<file path="src/rtl/spi_slave_pkg.sv">
// Shared types and constants for the SPI slave AXI-domain control front end.
package spi_slave_pkg;

  localparam int SPI_WRAP_W = 16;

  typedef enum logic {
    INIT = 1'b0,
    RUN  = 1'b1
  } state_e;

  // The INIT counter must hold values up to SYNC_STAGES.
  function automatic int init_cnt_w(input int sync_stages);
    return $clog2(sync_stages + 1);
  endfunction

endpackage

</file>
<file path="src/rtl/spi_slave_axi_ctrl_sync_if.sv">
// SPI-side inputs and AXI-side outputs of the control front end, plus FSM state for observation.
interface spi_slave_axi_ctrl_sync_if #(
  parameter int AXI_ADDR_WIDTH = 32
);
  import spi_slave_pkg::*;

  logic                      spi_cs_async;
  logic [AXI_ADDR_WIDTH-1:0] spi_addr;
  logic                      spi_addr_tgl_async;
  logic                      spi_rd_tgl_async;
  logic [SPI_WRAP_W-1:0]     spi_wrap;
  logic                      spi_wrap_tgl_async;

  // rxtx_addr_valid and start_tx are single-cycle pulses; the consumer has no ready and
  // must take them in the cycle they are high. rxtx_addr/wrap_length hold until the next capture.
  logic                      cs;
  logic [AXI_ADDR_WIDTH-1:0] rxtx_addr;
  logic                      rxtx_addr_valid;
  logic                      start_tx;
  logic [SPI_WRAP_W-1:0]     wrap_length;
  logic                      addr_ack_tgl;
  logic                      wrap_ack_tgl;
  logic                      start_dropped;
  state_e                    dbg_state;

  modport slave (
    input  spi_cs_async, spi_addr, spi_addr_tgl_async, spi_rd_tgl_async,
           spi_wrap, spi_wrap_tgl_async,
    output cs, rxtx_addr, rxtx_addr_valid, start_tx, wrap_length,
           addr_ack_tgl, wrap_ack_tgl, start_dropped, dbg_state
  );

  modport master (
    output spi_cs_async, spi_addr, spi_addr_tgl_async, spi_rd_tgl_async,
           spi_wrap, spi_wrap_tgl_async,
    input  cs, rxtx_addr, rxtx_addr_valid, start_tx, wrap_length,
           addr_ack_tgl, wrap_ack_tgl, start_dropped, dbg_state
  );

endinterface

</file>
<file path="src/rtl/spi_slave_tgl_sync.sv">
// Multi-stage synchroniser with a reference register; event_o is high while the
// synchronised level differs from the last level accepted.
module spi_slave_tgl_sync #(
  parameter int   SYNC_STAGES = 2,
  parameter logic RESET_VAL   = 1'b0
) (
  input  logic clk_i,
  input  logic rst_ni,
  input  logic async_i,
  input  logic init_i,
  output logic level_o,
  output logic event_o
);

  logic [SYNC_STAGES-1:0] sync_q;
  logic                   ref_q;
  logic                   ref_d;

  always_ff @(posedge clk_i or negedge rst_ni) begin
    if (!rst_ni) begin
      sync_q <= {SYNC_STAGES{RESET_VAL}};
      ref_q  <= RESET_VAL;
    end else begin
      sync_q <= {sync_q[SYNC_STAGES-2:0], async_i};
      ref_q  <= ref_d;
    end
  end

  assign level_o = sync_q[SYNC_STAGES-1];
  assign event_o = level_o != ref_q;

  always_comb begin
    ref_d = ref_q;
    if (init_i || event_o) ref_d = level_o;
  end

endmodule

</file>
<file path="src/rtl/spi_slave_axi_ctrl_sync.sv">
// AXI-domain control front end: synchronises SPI toggle events into pulses and held
// captures, and returns acknowledge toggles for the multi-bit buses.
module spi_slave_axi_ctrl_sync
  import spi_slave_pkg::*;
#(
  parameter int AXI_ADDR_WIDTH = 32,
  parameter int SYNC_STAGES    = 2
) (
  input  logic                    axi_aclk,
  input  logic                    axi_aresetn,
  spi_slave_axi_ctrl_sync_if.slave bus
);

  localparam int               CNT_W    = init_cnt_w(SYNC_STAGES);
  localparam logic [CNT_W-1:0] CNT_LAST = CNT_W'(SYNC_STAGES);

  state_e                    state_q, state_d;
  logic [CNT_W-1:0]          cnt_q, cnt_d;
  logic [AXI_ADDR_WIDTH-1:0] addr_q, addr_d;
  logic [SPI_WRAP_W-1:0]     wrap_q, wrap_d;
  logic                      valid_q, valid_d;
  logic                      start_q, start_d;
  logic                      aack_q, aack_d;
  logic                      wack_q, wack_d;
  logic                      drop_q, drop_d;

  logic in_init;
  logic cs_lvl, cs_event_unused;
  logic addr_lvl, addr_evt;
  logic rd_lvl_unused, rd_evt;
  logic wrap_lvl, wrap_evt;

  assign in_init = (state_q == INIT);

  spi_slave_tgl_sync #(.SYNC_STAGES(SYNC_STAGES), .RESET_VAL(1'b1)) u_cs_sync (
    .clk_i(axi_aclk), .rst_ni(axi_aresetn), .async_i(bus.spi_cs_async),
    .init_i(in_init), .level_o(cs_lvl), .event_o(cs_event_unused)
  );

  spi_slave_tgl_sync #(.SYNC_STAGES(SYNC_STAGES), .RESET_VAL(1'b0)) u_addr_sync (
    .clk_i(axi_aclk), .rst_ni(axi_aresetn), .async_i(bus.spi_addr_tgl_async),
    .init_i(in_init), .level_o(addr_lvl), .event_o(addr_evt)
  );

  spi_slave_tgl_sync #(.SYNC_STAGES(SYNC_STAGES), .RESET_VAL(1'b0)) u_rd_sync (
    .clk_i(axi_aclk), .rst_ni(axi_aresetn), .async_i(bus.spi_rd_tgl_async),
    .init_i(in_init), .level_o(rd_lvl_unused), .event_o(rd_evt)
  );

  spi_slave_tgl_sync #(.SYNC_STAGES(SYNC_STAGES), .RESET_VAL(1'b0)) u_wrap_sync (
    .clk_i(axi_aclk), .rst_ni(axi_aresetn), .async_i(bus.spi_wrap_tgl_async),
    .init_i(in_init), .level_o(wrap_lvl), .event_o(wrap_evt)
  );

  always_ff @(posedge axi_aclk or negedge axi_aresetn) begin
    if (!axi_aresetn) begin
      state_q <= INIT;
      cnt_q   <= '0;
      addr_q  <= '0;
      wrap_q  <= '0;
      valid_q <= 1'b0;
      start_q <= 1'b0;
      aack_q  <= 1'b0;
      wack_q  <= 1'b0;
      drop_q  <= 1'b0;
    end else begin
      state_q <= state_d;
      cnt_q   <= cnt_d;
      addr_q  <= addr_d;
      wrap_q  <= wrap_d;
      valid_q <= valid_d;
      start_q <= start_d;
      aack_q  <= aack_d;
      wack_q  <= wack_d;
      drop_q  <= drop_d;
    end
  end

  always_comb begin
    state_d = state_q;
    cnt_d   = cnt_q;
    addr_d  = addr_q;
    wrap_d  = wrap_q;
    valid_d = 1'b0;
    start_d = 1'b0;
    aack_d  = aack_q;
    wack_d  = wack_q;
    drop_d  = drop_q;
    if (state_q == INIT) begin
      // Acks track whatever level the SPI side left behind so no handshake starts out of step.
      aack_d = addr_lvl;
      wack_d = wrap_lvl;
      if (cnt_q == CNT_LAST) begin
        state_d = RUN;
        cnt_d   = '0;
      end else begin
        cnt_d = cnt_q + CNT_W'(1);
      end
    end else begin
      if (addr_evt) begin
        addr_d  = bus.spi_addr;
        valid_d = 1'b1;
        aack_d  = ~aack_q;
        drop_d  = 1'b0;
      end
      if (wrap_evt) begin
        wrap_d = bus.spi_wrap;
        wack_d = ~wack_q;
      end
      // Evaluated after the address clear so a same-cycle drop still sets the flag.
      if (rd_evt) begin
        if (!cs_lvl) start_d = 1'b1;
        else         drop_d  = 1'b1;
      end
    end
  end

  assign bus.cs              = cs_lvl;
  assign bus.rxtx_addr       = addr_q;
  assign bus.rxtx_addr_valid = valid_q;
  assign bus.start_tx        = start_q;
  assign bus.wrap_length     = wrap_q;
  assign bus.addr_ack_tgl    = aack_q;
  assign bus.wrap_ack_tgl    = wack_q;
  assign bus.start_dropped   = drop_q;
  assign bus.dbg_state       = state_q;

endmodule

</file>
<file path="src/flat_wrapper.sv">
// flat-port wrapper written by rule: the top's interface ports become plain ports
module spi_slave_axi_ctrl_sync_flat import spi_slave_pkg::*;
#(
  parameter int AXI_ADDR_WIDTH = 32,
  parameter int SYNC_STAGES    = 2
)
  (axi_aclk, axi_aresetn, bus_spi_cs_async, bus_spi_addr, bus_spi_addr_tgl_async, bus_spi_rd_tgl_async, bus_spi_wrap, bus_spi_wrap_tgl_async, bus_cs, bus_rxtx_addr, bus_rxtx_addr_valid, bus_start_tx, bus_wrap_length, bus_addr_ack_tgl, bus_wrap_ack_tgl, bus_start_dropped, bus_dbg_state);
  spi_slave_axi_ctrl_sync_if #(.AXI_ADDR_WIDTH(AXI_ADDR_WIDTH)) bus_i ();
  input  logic axi_aclk;
  input  logic axi_aresetn;
  input wire logic [$bits(bus_i.spi_cs_async)-1:0] bus_spi_cs_async;
  input wire logic [$bits(bus_i.spi_addr)-1:0] bus_spi_addr;
  input wire logic [$bits(bus_i.spi_addr_tgl_async)-1:0] bus_spi_addr_tgl_async;
  input wire logic [$bits(bus_i.spi_rd_tgl_async)-1:0] bus_spi_rd_tgl_async;
  input wire logic [$bits(bus_i.spi_wrap)-1:0] bus_spi_wrap;
  input wire logic [$bits(bus_i.spi_wrap_tgl_async)-1:0] bus_spi_wrap_tgl_async;
  output wire logic [$bits(bus_i.cs)-1:0] bus_cs;
  output wire logic [$bits(bus_i.rxtx_addr)-1:0] bus_rxtx_addr;
  output wire logic [$bits(bus_i.rxtx_addr_valid)-1:0] bus_rxtx_addr_valid;
  output wire logic [$bits(bus_i.start_tx)-1:0] bus_start_tx;
  output wire logic [$bits(bus_i.wrap_length)-1:0] bus_wrap_length;
  output wire logic [$bits(bus_i.addr_ack_tgl)-1:0] bus_addr_ack_tgl;
  output wire logic [$bits(bus_i.wrap_ack_tgl)-1:0] bus_wrap_ack_tgl;
  output wire logic [$bits(bus_i.start_dropped)-1:0] bus_start_dropped;
  output wire logic [$bits(bus_i.dbg_state)-1:0] bus_dbg_state;
  assign bus_i.spi_cs_async = bus_spi_cs_async;
  assign bus_i.spi_addr = bus_spi_addr;
  assign bus_i.spi_addr_tgl_async = bus_spi_addr_tgl_async;
  assign bus_i.spi_rd_tgl_async = bus_spi_rd_tgl_async;
  assign bus_i.spi_wrap = bus_spi_wrap;
  assign bus_i.spi_wrap_tgl_async = bus_spi_wrap_tgl_async;
  assign bus_cs = bus_i.cs;
  assign bus_rxtx_addr = bus_i.rxtx_addr;
  assign bus_rxtx_addr_valid = bus_i.rxtx_addr_valid;
  assign bus_start_tx = bus_i.start_tx;
  assign bus_wrap_length = bus_i.wrap_length;
  assign bus_addr_ack_tgl = bus_i.addr_ack_tgl;
  assign bus_wrap_ack_tgl = bus_i.wrap_ack_tgl;
  assign bus_start_dropped = bus_i.start_dropped;
  assign bus_dbg_state = bus_i.dbg_state;
  spi_slave_axi_ctrl_sync #(.AXI_ADDR_WIDTH(AXI_ADDR_WIDTH), .SYNC_STAGES(SYNC_STAGES)) u_core (.axi_aclk(axi_aclk), .axi_aresetn(axi_aresetn), .bus(bus_i));
endmodule
</file>
<file path="config.mk">
export PLATFORM = sky130hd
export DESIGN_NAME = spi_slave_axi_ctrl_sync_flat
export DESIGN_NICKNAME = d
export VERILOG_FILES = /design/src/rtl/spi_slave_pkg.sv /design/src/rtl/spi_slave_axi_ctrl_sync_if.sv /design/src/rtl/spi_slave_tgl_sync.sv /design/src/rtl/spi_slave_axi_ctrl_sync.sv /design/src/flat_wrapper.sv
export SDC_FILE = /design/constraint.sdc
export NUM_CORES = 1
export LEC_CHECK = 0
export BUFFER_PORTS_ARGS = -buffer_cell sky130_fd_sc_hd__buf_2
export CORE_MARGIN = 2
export CORE_UTILIZATION = 51
export DETAILED_ROUTE_END_ITERATION = 10
export GPL_ROUTABILITY_DRIVEN = 0
export PLACE_DENSITY = 0.95
export SLEW_MARGIN = 0
export SYNTH_ARGS = -nofsm -noshare
export SYNTH_HDL_FRONTEND = slang
export SYNTH_SLANG_ARGS = --single-unit
</file>
<file path="constraint.sdc">
create_clock -name axi_aclk -period 3.92 [get_ports axi_aclk]
set_input_delay 1.176 -clock axi_aclk [delete_from_list [all_inputs] [get_ports axi_aclk]]
set_output_delay 1.176 -clock axi_aclk [all_outputs]
set_load 0.01 [all_outputs]
</file>
### Word-level counts from Yosys, hierarchy flattened

Cells that the tools add are included.

* muxes and demuxes: 15
* reduce and logical (&&, ||, !) cells: 5
* bitwise operators: 3
* eq/ne operators: 6
* $add $sub $neg: 1

Operators by type and width (count)
* $mux W1: 14
* $ne A2 B2 Y1 const B: 2
* $reduce_and A2 Y1: 2
* $logic_or A1 B1 Y1: 3
* $ne A1 B1 Y1: 3
* $not A1 Y1: 3
* $add A2 B1 Y2 const B: 1
* $eq A2 B2 Y1 const B: 1
* $mux W2: 1

* register bits after elaboration: 67
* output and inout port bits: 55
* input port bits: 54
* word-level logic and storage cells: 46

### Logic depth before layout (Yosys ltp)

Gate-level depths: netlist (run 1).

* word-level depth: 4
* mapped depth: 4
* gate-level depth less buffers: 3

### Cells and area by module

Synthesis (run 1) repeated with hierarchy kept, for this count alone.

* cell total of the unflattened synthesis: 149
* area total of the unflattened synthesis: 2456.1 um^2

Modules (own cells, without submodules)
* spi_slave_axi_ctrl_sync: times used 1, cells an instance 129, area an instance 2102.0 um^2, sequential area each 1401.3 um^2
* spi_slave_tgl_sync (u_core.u_addr_sync ...): times used 3, cells an instance 5, area an instance 87.6 um^2, sequential area each 75.1 um^2
* spi_slave_tgl_sync (u_core.u_cs_sync): times used 1, cells an instance 5, area an instance 91.3 um^2, sequential area each 78.8 um^2

### Least setup slack after synthesis (run 1)

Ideal clock, no wire load.

* kind: reg-to-output
* start point: register u_core.u_cs_sync.sync_q[1]
* end point: output port bus_cs
* data arrival time: 0.537 ns
* setup slack: 2.207 ns
* buffers on the path: 0
* required time: 2.744 ns
* cell stages (with the launch flop): 1
* cells stage by stage: dfstp_2

RTL lines
* from (decl): line spi_slave_tgl_sync.sv:15 `logic [SYNC_STAGES-1:0] sync_q;`
* from (signal assigned): line spi_slave_tgl_sync.sv:21 `sync_q <= {SYNC_STAGES{RESET_VAL}};`
* from (signal assigned): line spi_slave_tgl_sync.sv:24 `sync_q <= {sync_q[SYNC_STAGES-2:0], async_i};`
* to (decl): line flat_wrapper.sv:17 `output wire logic [$bits(bus_i.cs)-1:0] bus_cs;`

No word-level cell between the ends.

### Worst setup path in the final report (run 1)

* start point: register u_core.state_q, in the netlist u_core.bus.dbg_state
* end point: output port bus_dbg_state

RTL lines
* from (decl): line spi_slave_axi_ctrl_sync.sv:17 `state_e state_q, state_d;`
* from (signal assigned): line spi_slave_axi_ctrl_sync.sv:67 `state_q <= state_d;`
* to (decl): line flat_wrapper.sv:25 `output wire logic [$bits(bus_i.dbg_state)-1:0] bus_dbg_state;`

No word-level cell between the ends.

==> results of run 1 <==
==> cell usage after synthesis (2+ instances only) <==
master and instances:
dfrtp_1 65, mux2_4 38, mux2_2 10, nand2_1 5, xor2_1 5, buf_6 4
a21o_1 2, clkbuf_1 2, dfstp_2 2, inv_1 2, nand2_2 2, xnor2_1 2
==> worst register-to-register path, cell delays in order (launching register included) <==
cell	delay (ns)
dfrtp_1	0.41
xor2_1	0.18
nand2_2	0.77
mux2_2	0.43
==> metal layers <==
metal  wire length [um]  part of all wire  GRT usage
met5                  0                 0          0
met4                 77             0.016      0.101
met3                254             0.052     0.0428
met2               2640              0.54      0.309
met1               1910              0.39      0.210
==> flip-flops by register name, summed over array words and instances, names as in the netlist, 2 cells and up <==
| name | flops |
|---|---|
| u_core.u_cs_sync.sync_q | 2 |
| u_core.u_addr_sync.sync_q | 2 |
| u_core.bus.wrap_length | 16 |
| u_core.u_wrap_sync.sync_q | 2 |
| u_core.bus.rxtx_addr | 32 |
| u_core.u_rd_sync.sync_q | 2 |
| u_core.cnt_q | 2 |
==> power groups by stage <==
stage / Clock (mW) / Combinational (mW) / Sequential [mW]
after CTS: 0.651 / 0.374 / 0.841
after floorplan: 0 / 0.176 / 0.892
after global placement: 0 / 0.363 / 0.845
final: 0.636 / 0.367 / 0.840
after detailed placement: 0 / 0.372 / 0.851
after global routing: 0.673 / 0.398 / 0.851
==> kinds of logic after synthesis <==
family                    share of synthesized area
AOI/OAI and AO/OA                           0.00974
xor gates and xnor gates                     0.0239
buffers and inverters                        0.0287
DFF                                           0.654
muxes                                         0.266
and+or+nand+nor                              0.0180
==> worst max-delay path by stage <==
stage | endpoint | slack (ns) | start | cells past startpoint
final | bus_dbg_state | 1.65 | u_core.bus.dbg_state | 1
after global routing | bus_dbg_state | 1.59 | u_core.bus.dbg_state | 1
after CTS | bus_dbg_state | 1.63 | u_core.bus.dbg_state | 1
after detailed placement | u_core.u_cs_sync.sync_q[0] | 1.71 | axi_aresetn | 2
after global placement | u_core.u_cs_sync.sync_q[0] | 1.74 | axi_aresetn | 2
after floorplan | bus_cs | 2.21 | u_core.u_cs_sync.sync_q[1] | 0
==> area by class of cell <==
cell class	instances	area, sq um
tap	67	83.8
sequential	67	1680
clock buffer	12	155
multi-input combinational	68	816
fill	334	1420
timing repair buffer	109	548
clock inverter	4	72.6
inverter	2	7.51
==> cells in the final DEF (no fill, tap or decap), drive strengths merged, types with 2 or more instances in the layout <==
master	n
buf	109
bufinv	2
dfrtp	65
xor2	5
xnor2	2
clkbuf	12
inv	2
a21o	2
nand2	7
mux2	48
dfstp	2
==> stage by stage <==
step                      utilization  hold WS [ns]  area, sq um
final                           0.702         0.350         3360
after global routing            0.702         0.367         3360
after CTS                       0.702         0.350         3360
after detailed placement        0.655         0.335         3130
after global placement          0.655         0.333         3130
after floorplan                     -         0.331         2570
==> impl_results.md, run 1 <==
* Fmax at 441 MHz
* Status: complete, no violations
* Layout Skew at 0.00605 ns
* Mapped cell area at 2570 sq um
* CTS tree: done
* Slowest Stage Delay on Critical Path at 0.56 ns
* Static Leak at 1.76 nW
* WL/cell at 14.8 um
* Sw frac at 0.249
* Minimum clock period at 2.27 ns
* Final setup fails at 0
* Setup TNS at 0 ns
* Clk root buf: clkbuf_8
* Tot Pwr at 1.84 mW
* Fin nets at 311
* Delay-heaviest family, CP: flip-flops
* DR DRC count at 0
* Share of cells above drive strength 1 at 0.672
* Initial antenna violation count at 0
* CTS H-tree lvls at 3
* Worst path slowest cell: dfrtp_1
* TritonRoute pass-1 iters at 4
* Hold endpoint: u_core.u_rd_sync.sync_q[1]
* Routed vias at 1546
* Drt via density at 4.70
* Clk Latency, worst-skew pair at 0.33 ns
* DRT antenna net count at 0
* Final worst slack at 1.65 ns
* Area leader, netlist: dfrtp_1
* Post-synth top area share at 0.633
* Internal power at 1.38 mW
* Reg-to-Reg End: u_core.bus.rxtx_addr[21]
* Register area share after synthesis at 0.654
* Main synth FF type: dfrtp_1
* Startpoint Class: register
* Post-Syn Area per Cell at 17.7 sq um
* Ant diodes at 0
* Hold WC Path Type: reg -> reg
* Clk buf depth at 2
* FP Rows at 25
* CP bufs+invs at 1
* Synth area leaders: dfrtp_1, mux2_4, mux2_2
* Worst endpoint required time at 2.74 ns
* Critical Path Sink Type: output port
* Max-Cap Viols at 0
* Post-synth ARST share at 1.00
* Clk pwr share at 0.345
* Clock Sinks at 67
* Number of synthesized flops with an enable pin at 0
* Area growth, synth to finish at 30.9%
* Clock transition at path regs at 0.07 ns
* VDD IR max at 0.358 mV
* Final number of max-transition violations at 0
* Crit path kind: reg -> out
* Post-Route WL at 4.88 mm
* Slew HR at 0.292
* IO Pins at 109
* Comb power frac at 0.199
* Dpl ws at 1.71 ns
* Post-cts sizing count at 0
* Mapped Cells at 145
* GRT overflow at 0
* Worst Tran Pin Value at 1.06 ns
* First-pass GRT wire length at 7.29 mm
* Tcrit/Tclk final at 0.579
* Vias in the first global route at 1579
* Die width at 75.0 um
* #FFs+latches synth at 67
* Final Hold Viols at 0
* FF-to-FF setup slack at 2.00 ns
* Core Area at 4790 sq um
* Crit path max fanout at 12
* Area of the die at 5620 sq um
* Netlist cell types at 18
* CTS hold repair buffers at 0
* DPL Wire Length at 3.51 mm
* Flop pwr share at 0.456
* Switch Pwr at 0.458 mW
* Yosys warning total at 0
* Placed Cells at 313
* DIE HEIGHT at 75.0 um
* Postcts setup bufs at 0
* Reg2reg path depth at 3
* Port bufs at 108
* Finished Layout Cells at 329
* RR Startpoint: u_core.u_addr_sync.sync_q[1]
* Critical Path AT at 1.09 ns
* DRT iter0 DRCs at 28
* Worst hold start: u_core.u_rd_sync.sync_q[0]
* Largest net degree at the start of global routing at 37
* Post-synth net total at 199
* Min-Delay Path Depth at 0
* Worst-path cell chain: buf_2
* RSZ-0062 raised after global routing: no
* TritonCTS buffer count at 9
* Initial Utilization at 0.537
* Pwr Density at 548 nW/um^2
* Tot GR Track Use at 0.181
No activity file was read; power rests on OpenSTA's default activity.
==> run 2, diff against run 1 <==
--- a/config.mk
+++ b/config.mk
@@ -7,10 +7,10 @@
 export LEC_CHECK = 0
 export BUFFER_PORTS_ARGS = -buffer_cell sky130_fd_sc_hd__buf_2
 export CORE_MARGIN = 2
-export CORE_UTILIZATION = 51
+export CORE_UTILIZATION = 47
 export DETAILED_ROUTE_END_ITERATION = 10
 export GPL_ROUTABILITY_DRIVEN = 0
-export PLACE_DENSITY = 0.95
+export PLACE_DENSITY = 0.91
 export SLEW_MARGIN = 0
 export SYNTH_ARGS = -nofsm -noshare
 export SYNTH_HDL_FRONTEND = slang
==> constraint.sdc (replaced) <==
create_clock -name axi_aclk -period 2.2 [get_ports axi_aclk]
set_input_delay 0.66 -clock axi_aclk [delete_from_list [all_inputs] [get_ports axi_aclk]]
set_output_delay 0.66 -clock axi_aclk [all_outputs]
set_load 0.01 [all_outputs]
==> run 2 against run 1 <==
  * Critical path type unchanged
  * Sequential cell count did not move
  * Sequential power rose by 79%
  * Total power rose by 74%
  * Non-clock buffer count rose by 4
  * Sequential share of layout area fell by 0.70 points
==> impl_results.md, run 2 (same netlist as run 1, synthesis figures left out) <==
* Area of the die at 6070 sq um (+8.0%)
* Tot GR Track Use at 0.168 (-0.0133)
* Status: complete, no violations
* Tot Pwr at 3.22 mW (+74%)
* Critical Path AT at 1.02 ns (-0.07 ns)
* VDD IR max at 0.494 mV (+38%)
* Slowest Stage Delay on Critical Path at 0.39 ns (-0.17 ns)
* DIE HEIGHT at 77.9 um (+3.9%)
* TritonCTS buffer count at 9 (unchanged)
* Worst Tran Pin Value at 0.553 ns (-0.505 ns)
* Vias in the first global route at 1615 (+2.3%)
* Initial antenna violation count at 0 (unchanged)
* DRT iter0 DRCs at 72 (+160%)
* DR DRC count at 0 (unchanged)
* Clk buf depth at 2 (unchanged)
* # fillers at 409 (+22%)
* FF-to-FF setup slack at 0.58 ns (-1.42 ns)
* Area growth, synth to finish at 32.7%
* Final setup fails at 0 (unchanged)
* Worst endpoint required time at 1.54 ns (-1.20 ns)
* Slew HR at 0.631 (+0.339)
* CTS hold repair buffers at 0 (unchanged)
* Worst path slowest cell: dfrtp_1
* Comb power frac at 0.205 (+0.006)
* Crit path kind: reg -> out
* Postcts setup bufs at 0 (unchanged)
* Worst-path cell chain: buf_4, buf_2
* Die width at 77.9 um (+3.9%)
* DRT antenna net count at 0 (unchanged)
* TritonRoute pass-1 iters at 3 (-1)
* Clock Sinks at 67 (unchanged)
* Max-Cap Viols at 0 (unchanged)
* Post-cts sizing count at 0 (unchanged)
* Clk pwr share at 0.330 (-0.015)
* FP Rows at 26 (+4.0%)
* CTS tree: done
* Ant diodes at 0 (unchanged)
* Critical Path Sink Type: output port
* WL/cell at 13.9 um (-6.0%)
* Post-Route WL at 4.69 mm (-4.0%)
* Minimum clock period at 1.68 ns
* Most common cell after layout, fill and taps aside: buf_2
* Delay-heaviest family, CP: flip-flops
* Setup TNS at 0 ns (unchanged)
* Internal power at 2.42 mW (+75%)
* Drt via density at 4.60 (-2.1%)
* Switch Pwr at 0.792 mW (+73%)
* Clock transition at path regs at 0.07 ns (about the same)
* Clk root buf: clkbuf_8
* Routed vias at 1545 (-0.065%)
* Startpoint Class: register
* Fin nets at 315 (+1.3%)
* DPL Wire Length at 3.45 mm (-1.7%)
* CP bufs+invs at 2 (+1)
* Static Leak at 1.78 nW (+1.4%)
* CTS H-tree lvls at 3 (unchanged)
* Initial Utilization at 0.494 (-0.0432)
* Largest net degree at the start of global routing at 32 (-14%)
* Sw frac at 0.246 (-0.00248)
* Layout Skew at 0.00765 ns (+0.00159 ns)
* Share of cells above drive strength 1 at 0.673 (+0.00118)
* Hold WC Path Type: in -> async
* Max FFs per register at 32 (unchanged)
* Tcrit/Tclk final at 0.765
* First-pass GRT wire length at 7.85 mm (+7.8%)
* Pwr Density at 943 nW/um^2 (+72%)
* Crit path max fanout at 11 (-1)
* RSZ-0062 raised after global routing: no
* Core Area at 5200 sq um (+8.8%)
* IO Pins at 109 (unchanged)
* Fmax at 594 MHz
* Final number of max-transition violations at 0 (unchanged)
* Commonest non-fill, non-tap cells in the layout: buf_2, dfrtp_1, mux2_4
* GRT overflow at 0 (unchanged)
* Clk Latency, worst-skew pair at 0.32 ns (about the same)
* Port bufs at 108 (unchanged)
* Flop pwr share at 0.465 (+0.009)
* Final Hold Viols at 0 (unchanged)
[run 2: area by class of cell]
| class | instances | area, sq um | share of cell area |
|---|---|---|---|
| Timing Repair Buffer | 113 | 603 | 0.177 |
| Inverter | 2 | 7.51 | 0.00220 |
| Clock inverter | 1 | 30.0 | 0.00881 |
| Clock buffer | 15 | 186 | 0.0547 |
| Multi-Input combinational cell | 68 | 816 | 0.239 |
| Tap cell | 70 | 87.6 | 0.0257 |
| Sequential cell | 67 | 1680 | 0.492 |
[run 2: stage by stage]
step,cells,setup WS [ns],utilization,hold slack [ns],area [sq um]
after floorplan,145,0.872,-,0.331,2570
after global placement,320,0.615,0.613,0.333,3190
after detailed placement,320,0.574,0.613,0.337,3190
after CTS,336,0.496,0.655,0.328,3410
after global routing,336,0.455,0.655,0.347,3410
final,336,0.516,0.655,0.330,3410
[run 2: power by group through the flow]
stage                     Combinational (mW)  Clock [mW]  Sequential, mW
final                                  0.658        1.06            1.50
after global routing                   0.709        1.15            1.52
after CTS                              0.669        1.09            1.50
after detailed placement               0.667           0            1.52
after global placement                 0.646           0            1.51
after floorplan                        0.313           0            1.59
[run 2: final timing paths]
path                                                 to                         start  cells after the start
setup / recovery                          bus_dbg_state          u_core.bus.dbg_state                      2
hold / removal                      u_core.bus.start_tx                   axi_aresetn                      1
setup reg to reg               u_core.bus.rxtx_addr[18]  u_core.u_addr_sync.sync_q[1]                      4
hold reg to reg            u_core.u_addr_sync.sync_q[1]  u_core.u_addr_sync.sync_q[0]                      0
max in group asynchronous      u_core.bus.rxtx_addr[22]                   axi_aresetn                      2
min in group axi_aclk      u_core.u_addr_sync.sync_q[1]  u_core.u_addr_sync.sync_q[0]                      0
[run 2: routing by layer]
layer  up-vias  wire, um  share of wire  global-route usage
met5         -         0              0                   0
met4         0        88          0.019              0.0860
met1       734      2030           0.43               0.226
met2        75      2220           0.47               0.253
met3        10       347          0.074              0.0430
li1        726         -              -                   -
